==> src/rtl/algol_bus_pkg.sv <==
// Shared bus definitions for the fetch/load-store memory arbiter.
// Holds the grant-state enum, the port ids and the request bundle.
package algol_bus_pkg;

    localparam int ADDR_W = 32;
    localparam int DATA_W = 32;
    localparam int SEL_W  = 4;
    localparam int WAIT_W = 16;

    typedef enum logic [1:0] {
        IDLE  = 2'd0,
        GNT_I = 2'd1,
        GNT_D = 2'd2
    } arb_state_e;

    typedef logic port_id_t;

    localparam port_id_t PORT_I = 1'b0;
    localparam port_id_t PORT_D = 1'b1;

    typedef struct packed {
        logic [ADDR_W-1:0] address;
        logic [DATA_W-1:0] wdata;
        logic [SEL_W-1:0]  wsel;
        logic              valid;
    } bus_req_t;

    function automatic arb_state_e grant_state(input port_id_t port);
        return (port == PORT_D) ? GNT_D : GNT_I;
    endfunction

    function automatic port_id_t other_port(input port_id_t port);
        return (port == PORT_D) ? PORT_I : PORT_D;
    endfunction

endpackage

==> src/rtl/mem_arb_timer.sv <==
// Wait counter for the granted access; expired flags TIMEOUT waiting cycles.
// Saturates at the limit so a stuck enable can never wrap back to zero.
module mem_arb_timer
    import algol_bus_pkg::*;
#(
    parameter int TIMEOUT = 255
) (
    input  logic clk,
    input  logic rst_n,
    input  logic clear,
    input  logic enable,
    output logic expired
);

    localparam logic [WAIT_W-1:0] LIMIT = WAIT_W'(TIMEOUT);

    logic [WAIT_W-1:0] count_q;
    logic [WAIT_W-1:0] count_d;

    always_comb begin
        count_d = count_q;
        if (clear) begin
            count_d = '0;
        end else if (enable && (count_q != LIMIT)) begin
            count_d = count_q + 1'b1;
        end
    end

    always_ff @(posedge clk or negedge rst_n) begin
        if (!rst_n) begin
            count_q <= '0;
        end else begin
            count_q <= count_d;
        end
    end

    assign expired = (count_q == LIMIT);

endmodule

==> src/rtl/mem_arbiter.sv <==
// Two-port (fetch / load-store) arbiter onto one shared memory bus.
// Registered grant, alternating priority on contention, per-access timeout.
module mem_arbiter
    import algol_bus_pkg::*;
#(
    parameter int TIMEOUT = 255
) (
    input  logic              clk,
    input  logic              rst_n,

    input  logic [ADDR_W-1:0] iport_address,
    input  logic [DATA_W-1:0] iport_wdata,
    input  logic [SEL_W-1:0]  iport_wsel,
    input  logic              iport_valid,
    output logic [DATA_W-1:0] iport_rdata,
    output logic              iport_ready,
    output logic              iport_error,

    input  logic [ADDR_W-1:0] dport_address,
    input  logic [DATA_W-1:0] dport_wdata,
    input  logic [SEL_W-1:0]  dport_wsel,
    input  logic              dport_valid,
    output logic [DATA_W-1:0] dport_rdata,
    output logic              dport_ready,
    output logic              dport_error,

    output logic [ADDR_W-1:0] mem_address,
    output logic [DATA_W-1:0] mem_wdata,
    output logic [SEL_W-1:0]  mem_wsel,
    output logic              mem_valid,
    input  logic [DATA_W-1:0] mem_rdata,
    input  logic              mem_ready,
    input  logic              mem_error
);

    arb_state_e state_q;
    arb_state_e state_d;
    port_id_t   last_q;
    port_id_t   last_d;

    bus_req_t   ireq;
    bus_req_t   dreq;
    bus_req_t   sel_req;
    port_id_t   gnt_port;
    logic       granted;
    logic       cur_valid;
    logic       other_valid;
    logic       expired;
    logic       complete;
    logic       abort;
    logic       resp_ready;
    logic       resp_error;
    logic       timer_clear;
    logic       timer_enable;

    assign ireq = '{address: iport_address, wdata: iport_wdata, wsel: iport_wsel, valid: iport_valid};
    assign dreq = '{address: dport_address, wdata: dport_wdata, wsel: dport_wsel, valid: dport_valid};

    assign granted     = (state_q != IDLE);
    assign gnt_port    = (state_q == GNT_D) ? PORT_D : PORT_I;
    assign sel_req     = (gnt_port == PORT_D) ? dreq : ireq;
    assign other_valid = (gnt_port == PORT_D) ? iport_valid : dport_valid;

    // An access ends on a memory response or on timeout; dropping valid is an abort.
    assign cur_valid  = granted && sel_req.valid;
    assign abort      = granted && !sel_req.valid;
    assign resp_ready = cur_valid && mem_ready;
    assign resp_error = cur_valid && (mem_error || expired);
    assign complete   = cur_valid && (mem_ready || mem_error || expired);

    // Any state change is a fresh grant (or a return to IDLE), so the count restarts.
    assign timer_clear  = (state_d != state_q);
    assign timer_enable = cur_valid && !complete;

    mem_arb_timer #(
        .TIMEOUT (TIMEOUT)
    ) u_timer (
        .clk     (clk),
        .rst_n   (rst_n),
        .clear   (timer_clear),
        .enable  (timer_enable),
        .expired (expired)
    );

    always_ff @(posedge clk or negedge rst_n) begin
        if (!rst_n) begin
            state_q <= IDLE;
            last_q  <= PORT_D;
        end else begin
            state_q <= state_d;
            last_q  <= last_d;
        end
    end

    always_comb begin
        state_d = state_q;
        last_d  = last_q;
        case (state_q)
            IDLE: begin
                if (iport_valid && dport_valid) begin
                    state_d = grant_state(other_port(last_q));
                end else if (iport_valid) begin
                    state_d = GNT_I;
                end else if (dport_valid) begin
                    state_d = GNT_D;
                end
            end
            GNT_I, GNT_D: begin
                if (abort) begin
                    state_d = IDLE;
                    last_d  = gnt_port;
                end else if (complete) begin
                    last_d  = gnt_port;
                    state_d = other_valid ? grant_state(other_port(gnt_port)) : IDLE;
                end
            end
            default: begin
                state_d = IDLE;
            end
        endcase
    end

    always_comb begin
        mem_address = '0;
        mem_wdata   = '0;
        mem_wsel    = '0;
        mem_valid   = 1'b0;
        iport_rdata = '0;
        iport_ready = 1'b0;
        iport_error = 1'b0;
        dport_rdata = '0;
        dport_ready = 1'b0;
        dport_error = 1'b0;
        if (granted) begin
            mem_address = sel_req.address;
            mem_wdata   = sel_req.wdata;
            mem_wsel    = sel_req.wsel;
            mem_valid   = sel_req.valid && !expired;
            if (gnt_port == PORT_D) begin
                dport_rdata = mem_rdata;
                dport_ready = resp_ready;
                dport_error = resp_error;
            end else begin
                iport_rdata = mem_rdata;
                iport_ready = resp_ready;
                iport_error = resp_error;
            end
        end
    end

endmodule

==> config.mk <==
export PLATFORM = sky130hd
export DESIGN_NAME = mem_arbiter
export DESIGN_NICKNAME = d
export VERILOG_FILES = /design/src/rtl/algol_bus_pkg.sv /design/src/rtl/mem_arb_timer.sv /design/src/rtl/mem_arbiter.sv
export SDC_FILE = /design/constraint.sdc
export NUM_CORES = 1
export LEC_CHECK = 0
export ABC_AREA = 1
export BUFFER_PORTS_ARGS = -buffer_cell sky130_fd_sc_hd__buf_2
export CAP_MARGIN = 20
export CORE_AREA = 5 5 119 121
export CTS_BUF_LIST = sky130_fd_sc_hd__clkbuf_8 sky130_fd_sc_hd__clkbuf_16
export CTS_CLUSTER_DIAMETER = 50
export DETAILED_ROUTE_END_ITERATION = 8
export DIE_AREA = 0 0 124 126
export GPL_ROUTABILITY_DRIVEN = 0
export GPL_TIMING_DRIVEN = 0
export SYNTH_ARGS = -nofsm -noshare
export SYNTH_HDL_FRONTEND = slang
export SYNTH_SLANG_ARGS = --single-unit
==> constraint.sdc <==
create_clock -name clk -period 5.14 [get_ports clk]
set_input_delay 1.028 -clock clk [delete_from_list [all_inputs] [get_ports clk]]
set_output_delay 1.028 -clock clk [all_outputs]
set_load 0.1 [all_outputs]
==> impl_metrics.json, run 1 <==
{
  "status": "complete, no violations",
  "max-clock-path-buffers": 2,
  "syn_to_final_growth_pct": 64.73,
  "die_area_mm2": 0.01562,
  "hp-class": "register to register",
  "die_w_um": 124,
  "fin_crit_sh_pct": 86.12,
  "htree_levels": 1,
  "viasPerCell": 4.335,
  "postCtsSetupRepairBufs": 0,
  "cp_cell_sequence": "clkbuf_1 -> inv_1 -> ha_1 -> buf_2 -> clkbuf_1 -> clkbuf_1 -> nand2_1 -> a21oi_1 -> buf_2",
  "cts_tree": "yes",
  "maxCapViolCount": 0,
  "initial_utilization_pct": 22.19,
  "fp.dieH_um": 126,
  "cts.reportedPaths.clkPinSlew_ps": 50,
  "grt_pass1_vias": 4267,
  "vias": 4517,
  "grt_util_all_layers_pct": 20.48,
  "insertion_delay_ps": 250,
  "cpMaxStageDelayCell": "clkbuf_1",
  "synth-async-reset-ratio_pct": 100.0,
  "drt_iter0_drc": 299,
  "crit_path_frequent_cell": "clkbuf_1",
  "finalInstanceArea_mm2": 0.004745,
  "cpPeakStageDelay_ps": 560,
  "synth_cells": 547,
  "rsz0062_at_grt": "false",
  "setup_ws_ps": 713.3,
  "synth_area_per_cell_um2": 5.266,
  "routed_wirelength_um": 17230,
  "post-route-drc-count": 0,
  "cts_hold_buf": 0,
  "fillers": 1527,
  "crit_arrival_ps": 3400,
  "rows": 42,
  "place_area_mm2": 0.004652,
  "path_max_fanout": 10,
  "cts_resized": 0,
  "ys_types": 27,
  "dp_slack_ps": 985.0,
  "grt_max_degree": 20,
  "max_freq_ghz": 0.2259,
  "syn-num-nets": 725,
  "ant_nets": 0,
  "worstPathRequired_ps": 4110,
  "slew_violations": 0,
  "drt-pass1-iter-count": 5,
  "clockRootBuffer": "clkbuf_16",
  "port_buffers": 310,
  "cts_sinks": 19,
  "fin_setup_tns_ps": 0,
  "layout.nets": 1040,
  "pin_count": 311,
  "ys_seq_elements": 19,
  "yosysWarnings": 0,
  "ys.flop_type": "dfrtp_1",
  "startpoint_type": "register",
  "timing.slew.headroom_pct": 53.73,
  "final.min_clock_period_ps": 4427,
  "overflow": 0,
  "end_kind": "primary output",
  "fp.coreArea_mm2": 0.01298,
  "yosysSeqAreaShare_pct": 16.55,
  "fin_skew_ps": 3.143,
  "multi_input_area_mm2": 0.002026,
  "dp_hpwl_um": 14980,
  "drive_above_1_share_pct": 40.30,
  "syn_area_mm2": 0.002880,
  "grt_pass1_wl_um": 24440,
  "setup_violations": 0,
  "path_class": "register to primary output",
  "synth_edf_count": 0,
  "wl_per_cell_um": 16.54,
  "hold_violations": 0,
  "worst_pin_slew_ps": 694.0,
  "antenna_found_initial": 6,
  "seq_area_um2": 476.7,
  "cts_buffers": 3
}
## critical path, delay by kind of cell (launching register included)
family | cells | cell delay, ps
adder cells (fa/ha/maj) | 1 | 150
AO/OA/AOI/OAI | 1 | 380
AND/OR/NAND/NOR | 1 | 100
flip-flops | 1 | 370
buffers and inverters | 6 | 2140
## through the flow
stage / cells / hold WS (ps) / util, %
after detailed placement: 1033 / 496.3 / 35.84
after floorplan: 547 / 481.5 / -
after CTS: 1037 / 505.2 / 36.46
after global routing: 1040 / 538.2 / 36.51
after global placement: 1033 / 494.7 / 35.84
final: 1042 / 503.4 / 36.55
## sequential cells by signal, indices dropped and copies added (netlist names)
signal / cells
last_q: 1
u_timer.count_q: 16
state_q: 2
## synthesized netlist by cell type, drive strengths merged, types with 2 or more instances
library cell	n	area, um2
a21oi	71	355.3
buf	2	25.02
clkbuf	33	123.9
dfrtp	18	450.4
ha	4	50.05
inv	61	229.0
nand2	244	969.7
nand3	15	75.07
nand4	6	37.54
nor2	70	371.6
nor3	7	45.04
o21ai	4	23.77
xnor2	3	26.28
xor2	6	52.55
## per-layer routing
metal  GRT usage, %  part of all wire (%)  up-vias
met2          30.80                    43      210
li1               -                     -     2301
met5              0                 0.064        -
met3          5.112                    10       16
met4          2.577                  0.96        2
met1          30.28                    45     1988
## cell usage in the layout, fill, tap and decap left out, types with 4 or more instances in the layout
cell type	Yosys	routed
a21oi_1	71	71
buf_2	1	311
clkbuf_1	33	33
dfrtp_1	18	18
diode_2	0	5
ha_1	4	4
inv_1	57	57
inv_2	4	4
nand2_1	236	236
nand2_4	4	4
nand3_1	15	15
nand4_1	6	6
nor2_1	56	56
nor2_4	12	12
nor3_1	5	5
xor2_1	6	6
## cell families (layout without fill, tap and decap cells)
group	after synthesis	count (layout)	share of synthesized area [%]
AO/OA/AOI/OAI	76	76	13.42
flip-flops	19	19	16.55
XOR/XNOR	9	9	2.737
multiplexers	1	1	0.3909
other	0	5	0
adder cells (fa/ha/maj)	4	4	1.738
AND/OR/NAND/NOR	342	342	52.04
buffers and inverters	96	410	13.12
## layout make-up
cell class / count / area share, %
Buffer: 35 / 3.138
Antenna cell: 5 / 0.2637
Clock inverter: 1 / 0.1055
Timing Repair Buffer: 310 / 32.70
Inverter: 61 / 4.826
Tap cell: 176 / 4.641
Multi-Input combinational cell: 432 / 42.70
Sequential cell: 19 / 10.05
Clock buffer: 3 / 1.582
## final timing paths
path | startpoint | end | slack, ps | cells after the start
worst max-delay path | state_q[0]$_DFF_PN0_ | mem_wdata[20] | 710 | 9
worst min-delay path | last_q$_DFFE_PN1P_ | last_q$_DFFE_PN1P_ | 500 | 2
worst max register to register | state_q[0]$_DFF_PN0_ | u_timer.count_q[14]$_DFFE_PN0P_ | 2530 | 14
worst min register to register | last_q$_DFFE_PN1P_ | last_q$_DFFE_PN1P_ | 500 | 2
max in group asynchronous | rst_n | last_q$_DFFE_PN1P_ | 4070 | 1
min in group asynchronous | rst_n | u_timer.count_q[7]$_DFFE_PN0P_ | 720 | 1
Power of run 1 is not shown: default switching activity piles up to over one toggle a cycle in this logic, so the estimate is an artifact.
==> run 2, diff against run 1 <==
- CORE_AREA: 5 5 119 121 -> 2 2 119 121
- DIE_AREA: 0 0 124 126 -> 0 0 121 123
==> run 2 against run 1 <==
Non-clock buffer count stayed put. Design area hardly changed. Core utilization is 1.7 points lower. Wire length is 2.1% lower. Critical path depth stayed put. Final cell count hardly changed. Critical endpoint is now mem_wdata[16].
==> impl_metrics.json, run 2 (synthesis results as in run 1) <==
{
  "postCtsSetupRepairBufs": 0,
  "syn_to_final_growth_pct": 64.60,
  "grt_util_all_layers_pct": 21.06,
  "setup_violations": 0,
  "fin_crit_sh_pct": 87.80,
  "crit_arrival_ps": 3490,
  "antenna_found_initial": 7,
  "slew_violations": 0,
  "vias": 4531,
  "regMostFlops": "u_timer.count_q",
  "largest_reg_flops": 16,
  "fp.coreArea_mm2": 0.01361,
  "drt_iter0_drc": 275,
  "viasPerCell": 4.344,
  "drive_above_1_share_pct": 40.19,
  "hold_violations": 0,
  "rows": 43,
  "top_layer_used": "met5",
  "path_class": "register to primary output",
  "htree_levels": 1,
  "grt_max_degree": 20,
  "top_regs": "u_timer.count_q: 16 flops, state_q: 2 flops, last_q: 1 flops",
  "cts_tree": "yes",
  "max_freq_ghz": 0.2216,
  "fin_setup_tns_ps": 0,
  "worstPathRequired_ps": 4110,
  "port_buffers": 310,
  "maxCapViolCount": 0,
  "dp_slack_ps": 1023,
  "wl_met1_um": 7984,
  "crit_path_frequent_cell": "clkbuf_1",
  "cts_sinks": 19,
  "hp-class": "register to register",
  "max-clock-path-buffers": 2,
  "grt_pass1_wl_um": 23690,
  "initial_utilization_pct": 21.16,
  "routed_wirelength_um": 16870,
  "dp_hpwl_um": 14400,
  "fp.dieH_um": 123,
  "clockRootBuffer": "clkbuf_16",
  "cpPeakStageDelay_ps": 610,
  "final.min_clock_period_ps": 4513,
  "path_max_fanout": 10,
  "hp-start": "last_q$_DFFE_PN1P_",
  "cpMaxStageDelayCell": "clkbuf_1",
  "drt-pass1-iter-count": 5,
  "die_w_um": 121,
  "status": "complete, no violations",
  "setup_ws_ps": 626.8,
  "pin_count": 311,
  "insertion_delay_ps": 260,
  "worst_pin_slew_ps": 768.9,
  "wl_per_cell_um": 16.17,
  "ant_nets": 0,
  "cp_cell_sequence": "clkbuf_1 -> inv_1 -> ha_1 -> buf_2 -> clkbuf_1 -> clkbuf_1 -> nand2_1 -> a21oi_1 -> buf_2",
  "timing.slew.headroom_pct": 48.74,
  "cts.reportedPaths.clkPinSlew_ps": 60,
  "met3_length_um": 1614,
  "layout_common_cells": "buf_2, nand2_1, a21oi_1",
  "post-route-drc-count": 0,
  "rsz0062_at_grt": "false",
  "cts_resized": 0,
  "final_common_cell": "buf_2",
  "wl_met2_um": 7046,
  "cts_hold_buf": 0,
  "cts_buffers": 3,
  "fin_skew_ps": 5.155,
  "die_area_mm2": 0.01488,
  "worstReg2RegStart": "state_q[0]$_DFF_PN0_",
  "grt_pass1_vias": 4094,
  "startpoint_type": "register",
  "overflow": 0,
  "crit_path_start": "state_q[0]$_DFF_PN0_",
  "end_kind": "primary output",
  "layout.nets": 1040
}
run 2: through the flow:
step	std cells	area [um2]	utilization (%)	hold WS [ps]
finish	1043	4741	34.83	501.2
global route	1043	4741	34.83	553.1
CTS	1041	4736	34.79	504.7
detailed placement	1037	4657	34.21	495.4
global placement	1037	4657	34.21	492.2
floorplan	547	2880	-	481.5
run 2: per-layer routing:
| metal | vias up | track usage (%) |
|---|---|---|
| met5 | - | 0 |
| met4 | 4 | 2.834 |
| met3 | 19 | 6.504 |
| met2 | 193 | 30.20 |
| met1 | 2017 | 31.35 |
| li1 | 2298 | - |
run 2: area by class of cell:
class,count,area [um2]
flip-flops and latches,19,476.7
fillers,1596,8871
diodes,2,5.005
repair buffers,310,1551
inverters,61,229.0
well taps,180,225.2
clock buffers,3,75.07
multi-input cells,432,2026
plain buffers,35,148.9
clock inverters,1,3.754
run 2: worst paths after layout:
kind | endpoint | slack [ps] | depth (start not counted)
setup / recovery | mem_wdata[16] | 630 | 9
hold / removal | last_q$_DFFE_PN1P_ | 500 | 2
max in group asynchronous | last_q$_DFFE_PN1P_ | 4080 | 1
min in group asynchronous | u_timer.count_q[1]$_DFFE_PN0P_ | 720 | 1
setup reg to reg | u_timer.count_q[14]$_DFFE_PN0P_ | 2490 | 14
hold reg to reg | last_q$_DFFE_PN1P_ | 500 | 2
run 2: critical path, delay by kind of cell, from the launching register on:
kind | cells | cell delay, ps
adder cells (fa/ha/maj) | 1 | 160
AO/OA/AOI/OAI | 1 | 350
buffers and inverters | 6 | 2210
flip-flops | 1 | 380
AND/OR/NAND/NOR | 1 | 110
Power of run 2 is left out for the same reason.
